<file path="src/rtl/serial_arith_pkg.sv">
// Shared definitions for the bit-serial arithmetic blocks: control FSM states
// and the default operand width.
package serial_arith_pkg;

    localparam int unsigned DEFAULT_WIDTH = 8;

    typedef enum logic [1:0] {
        IDLE  = 2'd0,
        SHIFT = 2'd1,
        DONE  = 2'd2
    } state_t;

endpackage

</file>
<file path="src/rtl/full_subtractor.sv">
// One-bit subtractor cell: d = x - y - bin, with borrow-out.
module full_subtractor (
    input  logic x,
    input  logic y,
    input  logic bin,
    output logic d,
    output logic bout
);

    assign d    = x ^ y ^ bin;
    assign bout = (~x & y) | (~(x ^ y) & bin);

endmodule

</file>
<file path="src/rtl/bit_serial_subtractor.sv">
// Bit-serial two's-complement subtractor (a - b - bin), LSB first, with an
// internal start/busy/done sequencer. Optional signed overflow: BSS_OVERFLOW_EN.
module bit_serial_subtractor
    import serial_arith_pkg::*;
#(
    parameter int unsigned WIDTH = DEFAULT_WIDTH
) (
    input  logic             clk,
    input  logic             rst,
    input  logic             start,
    input  logic [WIDTH-1:0] a,
    input  logic [WIDTH-1:0] b,
    input  logic             bin,
    output logic             busy,
    output logic             done,
    output logic [WIDTH-1:0] diff,
    output logic             bout
`ifdef BSS_OVERFLOW_EN
    ,
    output logic             ovf
`endif
);

    localparam int unsigned CW = (WIDTH > 1) ? $clog2(WIDTH) : 1;
    localparam logic [CW-1:0] LAST_CNT = CW'(WIDTH - 1);

    state_t           state;
    state_t           state_next;
    logic             accept;
    logic             last;

    logic [WIDTH-1:0] a_sr;
    logic [WIDTH-1:0] b_sr;
    logic [WIDTH-1:0] sipo;
    logic [WIDTH-1:0] sipo_next;
    logic [CW-1:0]    cnt;
    logic             borrow;
    logic             cell_d;
    logic             cell_bo;

    full_subtractor u_cell (
        .x    (a_sr[0]),
        .y    (b_sr[0]),
        .bin  (borrow),
        .d    (cell_d),
        .bout (cell_bo)
    );

    assign sipo_next = {cell_d, sipo[WIDTH-1:1]};

    // State register
    always_ff @(posedge clk) begin
        if (rst) begin
            state <= IDLE;
        end else begin
            state <= state_next;
        end
    end

    // Next-state and control decode
    always_comb begin
        state_next = state;
        accept     = 1'b0;
        last       = 1'b0;
        case (state)
            IDLE: begin
                if (start) begin
                    accept     = 1'b1;
                    state_next = SHIFT;
                end
            end
            SHIFT: begin
                if (cnt == LAST_CNT) begin
                    last       = 1'b1;
                    state_next = DONE;
                end
            end
            DONE: begin
                if (start) begin
                    accept     = 1'b1;
                    state_next = SHIFT;
                end else begin
                    state_next = IDLE;
                end
            end
            default: state_next = IDLE;
        endcase
    end

`ifdef BSS_OVERFLOW_EN
    logic a_sign;
    logic b_sign;

    // Sign bits latched at start; ovf registered with the final result bit
    always_ff @(posedge clk) begin
        if (rst) begin
            a_sign <= 1'b0;
            b_sign <= 1'b0;
            ovf    <= 1'b0;
        end else if (accept) begin
            a_sign <= a[WIDTH-1];
            b_sign <= b[WIDTH-1];
        end else if (last) begin
            ovf <= (a_sign != b_sign) && (cell_d != a_sign);
        end
    end
`endif

    // Datapath: operand shift registers, borrow FF, SIPO and result outputs
    always_ff @(posedge clk) begin
        if (rst) begin
            a_sr   <= '0;
            b_sr   <= '0;
            sipo   <= '0;
            cnt    <= '0;
            borrow <= 1'b0;
            busy   <= 1'b0;
            done   <= 1'b0;
            diff   <= '0;
            bout   <= 1'b0;
        end else begin
            done <= last;
            if (accept) begin
                a_sr   <= a;
                b_sr   <= b;
                borrow <= bin;
                cnt    <= '0;
                sipo   <= '0;
                busy   <= 1'b1;
            end else if (state == SHIFT) begin
                a_sr   <= a_sr >> 1;
                b_sr   <= b_sr >> 1;
                borrow <= cell_bo;
                sipo   <= sipo_next;
                if (last) begin
                    busy <= 1'b0;
                    diff <= sipo_next;
                    bout <= cell_bo;
                end else begin
                    cnt <= cnt + CW'(1);
                end
            end
        end
    end

endmodule

</file>
<file path="config.mk">
export PLATFORM = sky130hd
export DESIGN_NAME = bit_serial_subtractor
export DESIGN_NICKNAME = d
export VERILOG_FILES = /design/src/rtl/serial_arith_pkg.sv /design/src/rtl/full_subtractor.sv /design/src/rtl/bit_serial_subtractor.sv
export SDC_FILE = /design/constraint.sdc
export NUM_CORES = 1
export LEC_CHECK = 0
export CAP_MARGIN = 20
export CORE_UTILIZATION = 54
export CTS_CLUSTER_DIAMETER = 40
export CTS_CLUSTER_SIZE = 10
export DETAILED_ROUTE_END_ITERATION = 16
export PLACE_DENSITY = 0.83
export SYNTH_ARGS = -nofsm -noshare
export SYNTH_HDL_FRONTEND = slang
export SYNTH_SLANG_ARGS = --single-unit
</file>
<file path="constraint.sdc">
create_clock -name clk -period 4.15 [get_ports clk]
set_clock_uncertainty 0.2 [all_clocks]
set_input_delay 0.83 -clock clk [delete_from_list [all_inputs] [get_ports clk]]
set_output_delay 0.83 -clock clk [all_outputs]
set_load 0.005 [all_outputs]
</file>
Word-level counts from Yosys, hierarchy flattened:

Cells that the tools add are included.

* $add $sub $neg: 1
* muxes and demuxes: 17
* $lt $le $gt $ge: 0
* bitwise logic cells: 9
* div/mod/pow operators: 0
* reduce and logical (&&, ||, !) cells: 9
* $mul: 0
* shifts and indexed selects: 0
* equal/unequal tests: 5

Operators with widths (number)
* two-way mux 8 bit: 4
* two-way mux 1 bit: 10
* case mux 2 bit (3 select lines): 1
* AND reduction 2 bit: 3
* two-way mux 2 bit: 2
* != test 2 bit (second input constant): 2
* inverter 1 bit: 4
* nonzero test 2 bit: 2
* OR reduction 2 bit: 2
* adder 3 x 1 -> 3 bit (second input constant): 1
* == test 3 bit (second input constant): 1
* AND reduction 3 bit: 1
* AND 1 bit: 2
* == test 2 x 1 -> 1 bit (second input constant): 1
* == test 2 bit (second input constant): 1
* logical NOT 2 bit: 1
* XOR 1 bit: 2
* bitwise OR 1 bit: 1

* bits in read-only memories: 0
* memories: 0
* bits in latches: 0
* logic and storage cells: 51
* memory bits (writable): 0
* output and inout bits: 11
* input bits: 20
* flip-flop bits (word level): 41

Depth between registers and ports, before layout:

* depth in word-level cells: 6
* gate-level depth with buffers: 6
* depth with buffers taken out: 5

Hierarchy:

Synthesis repeated with hierarchy kept, for this count alone.

* cells, all modules: 193
* area total of the unflattened synthesis: 1665.3 um^2

Modules (own cells, without submodules)
* bit_serial_subtractor: cells an instance 189, times used 1, area an instance 1634.1 um^2
* full_subtractor: cells an instance 4, times used 1, area an instance 31.3 um^2

Least setup slack after synthesis:

OpenSTA, ideal clock, no wires.

* path kind: input to register
* from: input start
* to: register b_sr[2]
* slack: 2379 ps
* data required time: 3814 ps
* arrival time: 1435 ps
* library setup time: 136 ps
* stages: 4
* cells stage by stage: or2b_1 -> buf_4 -> o22ai_1 -> nor3_1

* longest elaborated chain between the ends: 3
* elaborated cells on any way between the ends: 4

Ends and longest elaborated chain
* start, declared: line bit_serial_subtractor.sv:10 `input logic start,`
* two-way mux 1 bit *: line bit_serial_subtractor.sv:67, bit_serial_subtractor.sv:79
* two-way mux 1 bit *
* two-way mux 8 bit / nonzero test 2 bit (equally long branches)
* end signal, assigned: line bit_serial_subtractor.sv:132 `b_sr <= b_sr >> 1;`
* end, declared: line bit_serial_subtractor.sv:33 `logic [WIDTH-1:0] b_sr;`

Mark *: on every way between the ends. The rest lies on a longest branch, timed or not.
A chain may end at the register's enable or synchronous reset.

Worst setup path after layout:

* from: input start
* to: register sipo[1]

* longest elaborated chain between the ends: 3

Ends and longest elaborated chain
* two-way mux 1 bit: line bit_serial_subtractor.sv:67, bit_serial_subtractor.sv:79
* two-way mux 1 bit
* OR reduction 2 bit (no source line)
* end signal, assigned: line bit_serial_subtractor.sv:134 `sipo <= sipo_next;`
* end, declared: line bit_serial_subtractor.sv:34 `logic [WIDTH-1:0] sipo;`

No other way between the ends.

==> reports/results.txt <==
The required time at the worst-slack endpoint came out at 4.22 ns. The logs give 226 for the fill cell instance count of the final layout and 50.4% for the sequential element share of the synthesized area. The most common cell in the synthesized netlist is sky130_fd_sc_hd__nand2_1. The first TritonRoute pass finished after 4 iterations.

Entering global routing, the biggest net connects 26 pins. For the worst setup path, the data arrival time is 2.50 ns. Counting every sink on the clock net gives 40. The run gives 1234 as the via count of the first global-routing pass. The H-tree was split into 2 levels.

Setup violations remaining at the end of the flow were counted as 0. In this run the tool buffered the top-level ports with 30 buffer cells. Summed over all cells, the static leakage comes to 0.664 nW. The synthesized design contains 40 register bits. Summed over its instances, the top area cell type makes up 50.4% of the synthesized netlist area.

The vertical die dimension was 56.2 µm. The fraction of registers with async set/reset works out to 0%. Synthesis warning total: 0. The cell sitting at the root of the clock tree is a sky130_fd_sc_hd__clkbuf_4. The logs give 39.5% for the tightest slew margin relative to the limit and 2 for the clock tree buffer depth. The tools report the number of cells in the design after placement as 231. Excluding fillers, the count of instances in the completed layout stands at 239. Static timing analysis puts the maximum clock frequency at 0.411 GHz. The hold violation count in the final report was 0; the placed wire-length estimate was 2.18 mm. The post-cts sizing count was 0.

0 antenna diodes ended up in the layout. The measured slew at the worst slew-check pin is 0.907 ns, and the die outline area is 0.00316 mm². The final period demand of the worst path is 2.44 ns, and the share of the clock period used by the worst path is 58.7%. By count the netlist is led by sky130_fd_sc_hd__nand2_1, sky130_fd_sc_hd__dfxtp_1, sky130_fd_sc_hd__a21oi_1. The run finished with clean final reports. Cell accounting for the most synthesized area: sky130_fd_sc_hd__dfxtp_1.

The routability-driven placement congestion ratio is 0.698. The class of the most critical setup path was input pin to register. The wire length per cell after detailed routing is 13.0 µm. The logs give 31 for the number of top-level design ports and 0.000703 W for the total power.

For this run, design rule violations remaining after detail routing come to 0. STA classifies the critical path startpoint as an input pin. The remaining number of nets flagged by the antenna check after routing was 0.

The number of flops mapped to enable cells by yosys works out to 0. The core region is 0.00278 mm². For this run, the share of the core covered by cells in the final layout is 68.7%. Averaged over all synthesized cells, the footprint is 8.68 µm². The floorplan has 19 rows. The number of DRC markers in iteration 0 was 59. The worst setup path is captured at a register. TritonCTS built the clock tree. The number of instances in the synthesized netlist was 183; the clock insertion delay at the later pin of the skew report was 0.34 ns. Clock-pin slew was measured on the worst setup and hold paths at 0.10 ns. The number of hold buffers added after CTS was 0.

Relative to the synthesized area, the layout overhead comes to 20.3%. Yosys attributes the largest share of cell area to sky130_fd_sc_hd__dfxtp_1, sky130_fd_sc_hd__nand2_1, sky130_fd_sc_hd__a21oi_1. For the final count of pins violating max slew, the log shows 0. The power per cell area came out at 368 mW/mm².

The number of distinct library cells after synthesis was 30. The dominant synthesized flop cell is sky130_fd_sc_hd__dfxtp_1. Counting the buffers created by CTS gives 5. Of all nets on the critical path, the largest fanout is 22. The first global-routing pass estimated 5.20 mm of wire. Of the cells placed in the final design, the portion with a size suffix greater than 1 is 6.73%. The worst min-delay path class is register to register. Setup total negative slack on the finished layout was measured at 0 ns. Global routing used 21.2% of the available tracks.

Setup repair after global routing left no endpoint under its margin. After synthesis the cells add up to 0.00159 mm². The detailed router placed 1347 vias in this run.

The total overflow left after global routing is 0. Across the VDD grid, the largest voltage drop is 0.000285 V. Setup slack on the critical path of the routed design comes to 1.71 ns. The total of max-cap violations is 0. The post-placement worst setup slack is 1.37 ns. Using the TritonRoute via totals, the vias-per-cell ratio works out to 5.64. The post-synthesis net count is 206.

The number of antenna violations at the first check in global routing is 0. Wires add up to 3.10 mm. The logs give 57.1% for the starting density of the core and 0 for the buffers inserted during post-CTS setup optimization.

The count of nets after finishing is 230, and the die width is 56.2 µm.
critical path, cell delays in order:
cell	delay [ns]
sky130_fd_sc_hd__clkdlybuf4s50_1	0.40
sky130_fd_sc_hd__or2b_1	0.66
sky130_fd_sc_hd__nand2b_1	0.38
sky130_fd_sc_hd__a21oi_1	0.22
power by group:
group / internal, W / leakage, nW / switching, W / total (W)
logic: 0.0000423 / 0.305 / 0.0000474 / 0.0000897
registers: 0.000401 / 0.326 / 0.0000107 / 0.000412
clock network: 0.0000837 / 0.0326 / 0.000117 / 0.000201
total: 0.000527 / 0.664 / 0.000175 / 0.000703
path summary, 6_finish.rpt:
| check | from | endpoint | slack (ns) | cells after the start |
|---|---|---|---|---|
| setup / recovery | start | sipo[1]$_SDFFE_PP0P_ | 1.71 | 4 |
| hold / removal | diff[5]$_SDFFE_PP0P_ | diff[5]$_SDFFE_PP0P_ | 0.26 | 2 |
| setup reg to reg | state[0]$_SDFFE_PP0P_ | sipo[1]$_SDFFE_PP0P_ | 2.19 | 3 |
| hold reg to reg | diff[5]$_SDFFE_PP0P_ | diff[5]$_SDFFE_PP0P_ | 0.26 | 2 |
state kept, by name (all words and copies together), names as in the netlist:
name / cells
borrow: 1
diff: 8
bout: 1
busy: 1
done: 1
sipo: 7
state: 2
cnt: 3
b_sr: 8
a_sr: 8
routing by layer:
layer	routed length [µm]	global-route usage, %	part of all wire, %	vias to the layer above
li1	-	-	-	676
met1	1380	25.4	45	620
met2	1510	34.9	49	46
met3	172	5.58	5.6	5
met4	38	10.8	1.2	0
met5	0	0	0	-
logic make-up (layout without fill, tap and decap cells):
logic type	Yosys count	after routing	synth area share, %
flops	40	40	50.4
xor+xnor	1	1	0.551
compound gates	40	40	16.5
mux	2	2	1.26
buf+inv	16	41	5.67
fa+ha+maj	3	3	2.83
simple gates	81	81	22.8
stage by stage:
step / instance area, µm² / hold WS [ns]
2_1_floorplan: 1590 / 0.232
3_3_place_gp: 1850 / 0.243
3_5_place_dp: 1850 / 0.248
4_1_cts: 1910 / 0.263
5_1_grt: 1910 / 0.280
6_report: 1910 / 0.258
layout by cell type (no fill, tap or decap), types with 2 or more instances in the layout:
cell type,Yosys,layout
sky130_fd_sc_hd__a22oi_1,3,3
sky130_fd_sc_hd__inv_1,2,2
sky130_fd_sc_hd__clkbuf_1,3,2
sky130_fd_sc_hd__nand3_1,4,4
sky130_fd_sc_hd__ha_1,2,2
sky130_fd_sc_hd__nor2_1,13,13
sky130_fd_sc_hd__nor3_1,12,12
sky130_fd_sc_hd__a311oi_1,3,3
sky130_fd_sc_hd__dfxtp_1,40,40
sky130_fd_sc_hd__o22ai_1,5,5
sky130_fd_sc_hd__nand2b_1,2,2
sky130_fd_sc_hd__a311oi_2,3,3
sky130_fd_sc_hd__mux2i_1,2,2
sky130_fd_sc_hd__clkdlybuf4s50_1,0,30
sky130_fd_sc_hd__a21oi_1,22,22
sky130_fd_sc_hd__o21ai_0,2,2
sky130_fd_sc_hd__clkbuf_4,0,5
sky130_fd_sc_hd__nand2_1,43,43
area by class of cell:
cell class              count  area, µm²  area share, %
clock buffers               8       58.8           3.08
flip-flops and latches     40        801           41.9
inverters                   2       7.51          0.393
multi-input cells         127        698           36.5
repair buffers             31        308           16.1
well taps                  31       38.8           2.03
(Power assumes the default switching activity.)
